<file path="config.mk">
export PLATFORM = sky130hd
export DESIGN_NAME = instr_sequencer
export DESIGN_NICKNAME = d
export VERILOG_FILES = /design/src/rtl/isa_pkg.sv /design/src/rtl/op_field_decode.sv /design/src/rtl/instr_sequencer.sv
export SDC_FILE = /design/constraint.sdc
export NUM_CORES = 1
export LEC_CHECK = 0
export CORE_MARGIN = 5
export CORE_UTILIZATION = 35
export DETAILED_ROUTE_END_ITERATION = 10
export PLACE_DENSITY = 0.63
export RECOVER_POWER = 50
export SYNTH_ARGS = -nofsm -noshare
export SYNTH_HDL_FRONTEND = slang
export SYNTH_SLANG_ARGS = --single-unit
export TNS_END_PERCENT = 100
</file>
<file path="constraint.sdc">
create_clock -name clk -period 1.7 [get_ports clk]
set_input_delay 0.17 -clock clk [delete_from_list [all_inputs] [get_ports clk]]
set_output_delay 0.17 -clock clk [all_outputs]
set_load 0.01 [all_outputs]
</file>
<file path="src/rtl/isa_pkg.sv">
// Shared opcode encoding and FSM types for the instruction sequencer.
package isa_pkg;

  typedef enum logic [2:0] {
    ST_IDLE,
    ST_DECODE,
    ST_EXEC,
    ST_MEM_WAIT,
    ST_WB,
    ST_HALTED
  } state_e;

  typedef enum logic [1:0] {
    OP_MOV = 2'b00,
    OP_ALU = 2'b01,
    OP_MEM = 2'b10,
    OP_SYS = 2'b11
  } op_class_e;

  typedef enum logic [2:0] {
    ALU_ADD, ALU_SUB, ALU_AND, ALU_OR, ALU_XOR, ALU_NOT, ALU_SHL, ALU_SHR
  } alu_op_e;

  localparam logic [7:0] OPC_NOP  = 8'hC0;
  localparam logic [7:0] OPC_HALT = 8'hFF;

  localparam int CLS_LSB   = 6;
  localparam int RA_LSB    = 3;
  localparam int RB_LSB    = 0;
  localparam int STORE_BIT = 5;
  localparam int FIELD_W   = 3;

  function automatic logic reg_oob(input logic [FIELD_W-1:0] idx, input int nregs);
    return int'(idx) >= nregs;
  endfunction

endpackage

</file>
<file path="src/rtl/op_field_decode.sv">
// Combinational split of an 8-bit opcode into its fields plus the illegal flag.
module op_field_decode
  import isa_pkg::*;
#(
  parameter int NUM_REGS = 4,
  parameter int ADDR_W   = 4
) (
  input  logic [7:0]         i_op,
  output op_class_e          o_cls,
  output logic [FIELD_W-1:0] o_ra,
  output logic [FIELD_W-1:0] o_rb,
  output logic               o_store,
  output logic [ADDR_W-1:0]  o_addr,
  output logic               o_halt,
  output logic               o_illegal
);

  always_comb begin
    o_cls     = op_class_e'(i_op[CLS_LSB +: 2]);
    o_ra      = i_op[RA_LSB +: FIELD_W];
    o_rb      = i_op[RB_LSB +: FIELD_W];
    o_store   = i_op[STORE_BIT];
    o_addr    = i_op[ADDR_W-1:0];
    o_halt    = (i_op == OPC_HALT);
    o_illegal = 1'b0;
    unique case (o_cls)
      OP_MOV:  o_illegal = reg_oob(o_ra, NUM_REGS) || reg_oob(o_rb, NUM_REGS);
      OP_ALU:  o_illegal = reg_oob(o_rb, NUM_REGS);
      OP_MEM:  o_illegal = 1'b0;
      OP_SYS:  o_illegal = (i_op != OPC_NOP) && (i_op != OPC_HALT);
      default: o_illegal = 1'b0;
    endcase
  end

endmodule

</file>
<file path="src/rtl/instr_sequencer.sv">
// Multi-cycle opcode sequencer: latch, decode, execute, memory handshake, write-back.
module instr_sequencer
  import isa_pkg::*;
#(
  parameter int NUM_REGS = 4,
  parameter int SEL_W    = 3,
  parameter int ADDR_W   = 4
) (
  input  logic                clk,
  input  logic                rst_n,
  input  logic                instr_valid,
  input  logic [7:0]          instr,
  output logic                instr_ready,
  output logic [2:0]          alu_sel,
  output logic                acc_sel,
  output logic [SEL_W-1:0]    alu_b_sel,
  output logic [SEL_W-1:0]    source_reg_sel,
  output logic [NUM_REGS-1:0] destination_reg_flag,
  output logic                mem_req,
  output logic                write,
  output logic [ADDR_W-1:0]   address,
  input  logic                mem_ack,
  output logic                busy,
  output logic                halted,
  input  logic                resume,
  output logic                illegal
);

  state_e              r_state;
  logic [7:0]          r_opcode;

  op_class_e           w_cls;
  logic [FIELD_W-1:0]  w_ra, w_rb;
  logic                w_store, w_halt, w_ill;
  logic [ADDR_W-1:0]   w_addr;

  op_class_e           r_f_cls;
  logic [FIELD_W-1:0]  r_f_ra, r_f_rb;
  logic                r_f_store, r_f_halt, r_f_ill;
  logic [ADDR_W-1:0]   r_f_addr;

  logic                r_ready, r_acc, r_mem_req, r_write, r_busy, r_halted, r_illegal;
  logic [2:0]          r_alu_sel;
  logic [SEL_W-1:0]    r_alu_b, r_src_sel;
  logic [NUM_REGS-1:0] r_dest;
  logic [ADDR_W-1:0]   r_addr;

  op_field_decode #(.NUM_REGS(NUM_REGS), .ADDR_W(ADDR_W)) u_dec (
    .i_op      (r_opcode),
    .o_cls     (w_cls),
    .o_ra      (w_ra),
    .o_rb      (w_rb),
    .o_store   (w_store),
    .o_addr    (w_addr),
    .o_halt    (w_halt),
    .o_illegal (w_ill)
  );

  always_ff @(posedge clk or negedge rst_n) begin
    if (!rst_n) begin
      r_state   <= ST_IDLE;
      r_opcode  <= '0;
      r_f_cls   <= OP_MOV;
      r_f_ra    <= '0;
      r_f_rb    <= '0;
      r_f_store <= 1'b0;
      r_f_halt  <= 1'b0;
      r_f_ill   <= 1'b0;
      r_f_addr  <= '0;
      r_ready   <= 1'b0;
      r_acc     <= 1'b0;
      r_mem_req <= 1'b0;
      r_write   <= 1'b0;
      r_busy    <= 1'b0;
      r_halted  <= 1'b0;
      r_illegal <= 1'b0;
      r_alu_sel <= '0;
      r_alu_b   <= '0;
      r_src_sel <= '0;
      r_dest    <= '0;
      r_addr    <= '0;
    end else begin
      // Strobe outputs are single-cycle: cleared unless a state re-asserts them.
      r_dest    <= '0;
      r_illegal <= 1'b0;
      r_acc     <= 1'b0;
      r_alu_sel <= '0;
      r_alu_b   <= '0;
      r_src_sel <= '0;
      unique case (r_state)
        ST_IDLE: begin
          if (instr_valid && r_ready) begin
            r_opcode <= instr;
            r_state  <= ST_DECODE;
            r_ready  <= 1'b0;
            r_busy   <= 1'b1;
          end else begin
            r_ready  <= 1'b1;
          end
        end
        ST_DECODE: begin
          r_f_cls   <= w_cls;
          r_f_ra    <= w_ra;
          r_f_rb    <= w_rb;
          r_f_store <= w_store;
          r_f_halt  <= w_halt;
          r_f_ill   <= w_ill;
          r_f_addr  <= w_addr;
          r_state   <= ST_EXEC;
        end
        ST_EXEC: begin
          if (r_f_ill) begin
            r_illegal <= 1'b1;
            r_state   <= ST_IDLE;
            r_ready   <= 1'b1;
            r_busy    <= 1'b0;
          end else begin
            unique case (r_f_cls)
              OP_MOV: begin
                r_src_sel <= SEL_W'(r_f_rb);
                r_dest    <= NUM_REGS'(1) << r_f_ra;
                r_state   <= ST_IDLE;
                r_ready   <= 1'b1;
                r_busy    <= 1'b0;
              end
              OP_ALU: begin
                r_alu_sel <= r_f_ra;
                r_alu_b   <= SEL_W'(r_f_rb);
                r_acc     <= 1'b1;
                r_dest    <= NUM_REGS'(1);
                r_state   <= ST_IDLE;
                r_ready   <= 1'b1;
                r_busy    <= 1'b0;
              end
              OP_MEM: begin
                r_mem_req <= 1'b1;
                r_write   <= r_f_store;
                r_addr    <= r_f_addr;
                r_state   <= ST_MEM_WAIT;
              end
              default: begin
                r_busy <= 1'b0;
                if (r_f_halt) begin
                  r_halted <= 1'b1;
                  r_state  <= ST_HALTED;
                end else begin
                  r_state  <= ST_IDLE;
                  r_ready  <= 1'b1;
                end
              end
            endcase
          end
        end
        ST_MEM_WAIT: begin
          if (mem_ack) begin
            r_mem_req <= 1'b0;
            r_write   <= 1'b0;
            r_addr    <= '0;
            if (r_write) begin
              r_state <= ST_IDLE;
              r_ready <= 1'b1;
              r_busy  <= 1'b0;
            end else begin
              r_state <= ST_WB;
            end
          end
        end
        ST_WB: begin
          r_dest  <= NUM_REGS'(1);
          r_state <= ST_IDLE;
          r_ready <= 1'b1;
          r_busy  <= 1'b0;
        end
        ST_HALTED: begin
          if (resume) begin
            r_halted <= 1'b0;
            r_state  <= ST_IDLE;
            r_ready  <= 1'b1;
          end
        end
        default: r_state <= ST_IDLE;
      endcase
    end
  end

  assign instr_ready          = r_ready;
  assign alu_sel              = r_alu_sel;
  assign acc_sel              = r_acc;
  assign alu_b_sel            = r_alu_b;
  assign source_reg_sel       = r_src_sel;
  assign destination_reg_flag = r_dest;
  assign mem_req              = r_mem_req;
  assign write                = r_write;
  assign address              = r_addr;
  assign busy                 = r_busy;
  assign halted               = r_halted;
  assign illegal              = r_illegal;

endmodule

</file>
==> Yosys cells after proc, flatten, opt, wreduce, memory -nomap -nowiden <==
Cells that the tools add are included.
{ "word_totals": {"input_bits": 13, "register_bits": 50, "wordCells": 121} }
{ "op_classes": {"n_reduce_logical": 18, "eq_ne": 23, "muxes": 56, "order_cmp": 2, "shifts": 1} }
{ "ops": {"columns": ["operator", "n"], "rows": [
  ["3-bit 2-to-1 mux", 15],
  ["1-bit 2-to-1 mux", 25],
  ["4-bit one-hot mux with 2 select lines", 3],
  ["4-bit 2-to-1 mux", 4],
  ["2-bit inequality test, second input constant", 8],
  ["8-bit inequality test, second input constant", 2],
  ["3-bit one-hot mux with 5 select lines", 1],
  ["5-bit AND reduction", 2],
  ["8-bit == test, second input constant", 1],
  ["1-bit one-hot mux with 2 select lines", 4],
  ["1-bit one-hot mux with 4 select lines", 2],
  ["2-bit == test, second input constant", 3],
  ["3-bit by 2-bit == test with 1-bit output, second input constant", 2],
  ["3-bit == test, second input constant", 2],
  ["3-bit >= comparator, second input constant", 2],
  ["3-bit one-hot mux with 2 select lines", 1],
  ["6-bit AND reduction", 1],
  ["1-bit one-hot mux with 5 select lines", 1],
  ["5-bit nonzero test", 1],
  ["2-bit by 1-bit == test with 1-bit output, second input constant", 2],
  ["2-bit logical NOT", 2],
  ["4-bit inequality test, second input constant", 1],
  ["4-bit AND reduction", 1],
  ["2-bit nonzero test", 2],
  ["11 further kinds", 12]
]} }

==> Longest topological paths before layout <==
Gate-level depths: netlist of the first run.
{ "depth": {"word_depth": 5, "mapped_depth": 7} }

==> Cells and area by module <==
A second synthesis of the first run with hierarchy kept.
{ "hier_totals": {"hier_cells": 186, "hier_area_um2": 2235.9} }
{ "by_module_without_submodules": {"columns": ["module", "n_inst", "seq_area_each_um2", "area_per_inst_um2", "cells_each"], "rows": [
  ["instr_sequencer", 1, 1251.2, 2065.7, 161],
  ["op_field_decode", 1, 0.0, 170.2, 25]
]} }

==> Least setup slack after synthesis of the first run <==
OpenSTA, ideal clock, no wires.
{ "synth_timing": {"kind": "reg-to-reg", "start": "reg r_state[0]", "end": "reg r_write, in the netlist write", "path_buffers": 1, "arrival_time_ps": 1307, "stages_incl_launch_ff": 6, "setup_time_ps": 121, "required_time_ps": 1579, "path_slack_ps": 272, "period_less_slack_ps": 1428, "path_cell_list": "dfrtp_1 nor4b_2 a21oi_1 or2_0 buf_2 a22o_1"} }
{ "synth_between": {"elab_chain_len": 3} }
{ "synth_rtl": {"columns": ["item", "line", "text"], "rows": [
  ["start, declared", "instr_sequencer.sv:29", "state_e r_state;"],
  ["start signal, assigned", "instr_sequencer.sv:61", "r_state <= ST_IDLE;"],
  ["start signal, assigned", "instr_sequencer.sv:94", "r_state <= ST_DECODE;"],
  ["start signal, assigned", "instr_sequencer.sv:109", "r_state <= ST_EXEC;"],
  ["3-bit by 2-bit == test with 1-bit output", "instr_sequencer.sv:90", "unique case (r_state)"],
  ["2-bit inequality test (no source line) or 2-bit nonzero test (tied branches)", null, null],
  ["4-bit AND reduction (no source line)", null, null],
  ["end signal, assigned", "instr_sequencer.sv:137", "r_write <= r_f_store;"],
  ["end, declared", "instr_sequencer.sv:42", "logic r_ready, r_acc, r_mem_req, r_write, r_busy, r_halted, r_illegal;"]
]} }
Several ways; a longest one is shown, not always the timed one.
A chain may end at the register's enable or synchronous reset.

==> Final worst setup path of the first run <==
{ "layout_timing": {"start": "reg r_state[1]", "end": "reg r_busy, in the netlist busy"} }
{ "layout_between": {"elab_chain_len": 3} }
{ "layout_rtl": {"columns": ["item", "line", "text"], "rows": [
  ["3-bit by 2-bit == test with 1-bit output, or another cell as far along", "instr_sequencer.sv:90", null],
  ["3-bit inequality test (no source line), or another cell as far along", null, null],
  ["5-bit AND reduction (no source line)", null, null],
  ["end signal, assigned", "instr_sequencer.sv:96", "r_busy <= 1'b1;"],
  ["end signal, assigned", "instr_sequencer.sv:116", "r_busy <= 1'b0;"],
  ["end signal, assigned", "instr_sequencer.sv:124", "r_busy <= 1'b0;"],
  ["end, declared", "instr_sequencer.sv:42", null]
]} }
Several ways; a longest one is shown, not always the timed one.

==> flow_metrics.env, run 1 <==
export IMPL_grt_max_degree=19
export IMPL_port_buffers=36
export IMPL_synth_ff_latch_count=45
export IMPL_synth_top_family_by_area="simple AND/OR/NAND/NOR gates"
export IMPL_maxCapViolCount=0
export IMPL_synth_nets=173
export IMPL_routabilityCongestion=0.8561
export IMPL_synth_fa_ha_area_frac=0.01263
export IMPL_final_util=0.4685
export IMPL_drt_pass1_iter_count=4
export IMPL_power_density_mw_per_mm2=1522
export IMPL_hold_path_end="r_opcode[0]"
export IMPL_yosysUniqueCellTypes=43
export IMPL_cts_buffer_depth=2
export IMPL_hp_start="instr[0]"
export IMPL_finalHoldViolations=0
export IMPL_tightestPinTransition_ns=0.9117
export IMPL_ys_seq_area_frac=0.5682
export IMPL_placed_area_mm2=0.002466
export IMPL_r2r_setup_slack_ns=0.04
export IMPL_synth_compound_area_frac=0.09217
export IMPL_nets=221
export IMPL_cp_arrival_ns=1.83
export IMPL_stdcell_area_mm2=0.002580
export IMPL_clock_sinks=45
export IMPL_die_area_mm2=0.007268
export IMPL_start_util=0.3599
export IMPL_fmaxAchievable_mhz=603.1
export IMPL_yosysWarnings=0
export IMPL_ioPinCount=37
export IMPL_synthMuxAreaShare=0.1016
export IMPL_hpwlAfterDp_um=3065
export IMPL_synth_xor_area_frac=0
export IMPL_die_w_um=85.25
export IMPL_grt_pass1_wl_um=6789
export IMPL_cts_root_buf="clkbuf_8"
export IMPL_clk_pin_slew_worst_paths_ns=0.08
export IMPL_post_place_ws_ns=-0.01041
export IMPL_cp_start_kind="register"
export IMPL_routed_wl_um=4061
export IMPL_die_h_um=85.25
export IMPL_fin_crit_sh=0.9753
export IMPL_drtIter0Drc=58
export IMPL_yosys_area_share_simple=0.1875
export IMPL_antenna_found_initial=0
export IMPL_numCtsBuffers=5
export IMPL_synth_area_mm2=0.001982
export IMPL_fill_cells=511
export IMPL_crit_type="register to register"
export IMPL_final_max_slew_viol_count=0
export IMPL_drc=0
export IMPL_fin_hold_ws_ns=0.4607
export IMPL_placementRows=27
export IMPL_ir_drop_v=0.0005046
export IMPL_grt_overflow=0
export IMPL_tns_ns=0
export IMPL_design_core_area_mm2=0.005507
export IMPL_holdPathStages=2
export IMPL_clock_latency_ns=0.30
export IMPL_worstSetupEndpointType="register"
export IMPL_r2r_cells=4
export IMPL_setup_viol=0
export IMPL_p_leak_nw=1.134
export IMPL_h_tree_depth=2
export IMPL_p_total_mw=3.926
export IMPL_routedWlPerCell_um=14.61
export IMPL_via_per_inst=4.899
export IMPL_grt_pass1_vias=1327
export IMPL_critPathMaxFanout=8
export IMPL_r2r_start="r_state[1]"
export IMPL_dp_cells=270
export IMPL_num_vias=1362
export IMPL_layout_drive_gt1_share=0.1553
export IMPL_final_min_clock_period_ns=1.658
export IMPL_layoutNonFillerInstCount=278
export IMPL_syn_inst=158
export IMPL_ant_nets=0
export IMPL_syn_avg_cell_area_um2=12.54
export IMPL_rsz0062_at_grt="false"
export IMPL_status="finished clean"
export IMPL_cts_tree="built"
export IMPL_hold_class="input port to register"
export IMPL_maxSlewHeadroom=0.3922
export IMPL_antenna_cells=0
export IMPL_grt_total_usage=0.1180
export IMPL_layout_setup_ws_ns=0.04203
export IMPL_required_ns=1.87
export IMPL_syn2layout_area_growth_pct=30.18
export IMPL_finClkSkew_ns=0.004219
export IMPL_r2r_end="busy"
-- area by class of cell --
type,instances,area [um^2],area share
sequential,45,1130,0.4379
timing repair buffer,47,445.4,0.1726
tap,72,90.09,0.03492
multi-input combinational,100,798.3,0.3094
clock inverter,1,7.507,0.002910
clock buffer,6,82.58,0.03201
inverter,7,26.28,0.01018
-- worst max-delay path, stage by stage (launching register included) --
cell and delay (ns):
dfrtp_2 0.48, or2b_1 0.33, nor3_4 0.12, a2111oi_1 0.50, o21ai_1 0.10
-- what timing repair did --
action                     CTS  global route
hold buffers                 1             0
hold endpoints to repair    16             0
gates resized for setup      0             6
setup endpoints to repair    0            11
buffers inserted             0             0
-- metal layers --
layer  wire length (um)  GRT usage  part of all wire  vias up
met1               1978     0.1709              0.49      650
met3                292    0.03981             0.072        3
li1                   -          -                 -      664
met5                  0          0                 0        -
met4                 34    0.04317            0.0084        0
met2               1756     0.1617              0.43       45
-- cells in the final DEF (no fill, tap or decap), drive strengths merged, types with 6 or more instances in the layout --
cell and n:
clkdlybuf4s50 29, nor2 8, buf 7, a21oi 7
mux2 17, nand3 6, clkbuf 10, dfrtp 45
and2 10, dlygate4sd3 7, inv 7
-- cell families (layout without fill, tap and decap cells) --
| logic type | count (synthesis) | count (layout) |
|---|---|---|
| compound gates | 26 | 26 |
| fa+ha+maj | 2 | 2 |
| buf+inv | 13 | 61 |
| flops | 45 | 45 |
| mux | 18 | 18 |
| simple gates | 54 | 54 |
-- cells in the mapped netlist (all sizes together) --
cell	n	area share
dfrtp	45	0.57
a21o	1	0.0038
o21ai	4	0.010
nand4	3	0.0095
nor3	5	0.027
and2	10	0.032
nor2b	1	0.0032
nand3b	2	0.0076
mux2i	1	0.0051
and3	2	0.0063
mux2	17	0.097
nor4b	1	0.0076
a22o	5	0.022
a31oi	2	0.0095
nor2	8	0.015
and4bb	2	0.013
o2111ai	1	0.0044
o211ai	1	0.0038
nor3b	3	0.016
or3b	1	0.0057
o31ai	1	0.0038
nand2	5	0.0095
or2	1	0.0032
o311ai	1	0.0044
a2111oi	1	0.0051
o22ai	1	0.0032
buf	6	0.025
a2bb2oi	1	0.0044
nor4	1	0.0032
ha	2	0.013
or2b	2	0.0076
inv	7	0.013
a21oi	7	0.018
and3b	1	0.0044
nand3	6	0.018
-- power breakdown --
| group | total, mW | internal [mW] | leakage (nW) | switching (mW) |
|---|---|---|---|---|
| clock | 0.669 | 0.321 | 0.0433 | 0.348 |
| sequential | 1.85 | 1.42 | 0.576 | 0.430 |
| combinational | 1.41 | 0.788 | 0.515 | 0.619 |
| total | 3.93 | 2.53 | 1.13 | 1.40 |
-- sequential cells by signal, summed over array words and instances, names as in the netlist, 2 cells and up --
| register | count |
|---|---|
| source_reg_sel | 3 |
| alu_sel | 3 |
| address | 4 |
| alu_b_sel | 3 |
| destination_reg_flag | 4 |
| r_f_ra | 3 |
| r_state | 3 |
| r_f_rb | 2 |
| r_opcode | 8 |
| r_f_cls | 2 |
-- how the worst max path moves through the flow --
stage	start	end
2_1_floorplan	r_state[0]	write
3_3_place_gp	r_state[2]	busy
3_5_place_dp	mem_ack	r_state[2]
4_1_cts	r_state[2]	busy
5_1_grt	r_state[1]	busy
6_report	r_state[1]	busy
Note: power is estimated with default switching activity, not from simulation.
==> run 2, diff against run 1 <==
- CAP_MARGIN: unset -> 20
==> results of run 2 <==
Final layout, timing and power as in run 1 (identical DEF).
==> run 3, diff against run 2 <==
- SLEW_MARGIN: unset -> 10
==> results of run 3 <==
Final layout, timing and power as in run 1 (identical DEF).
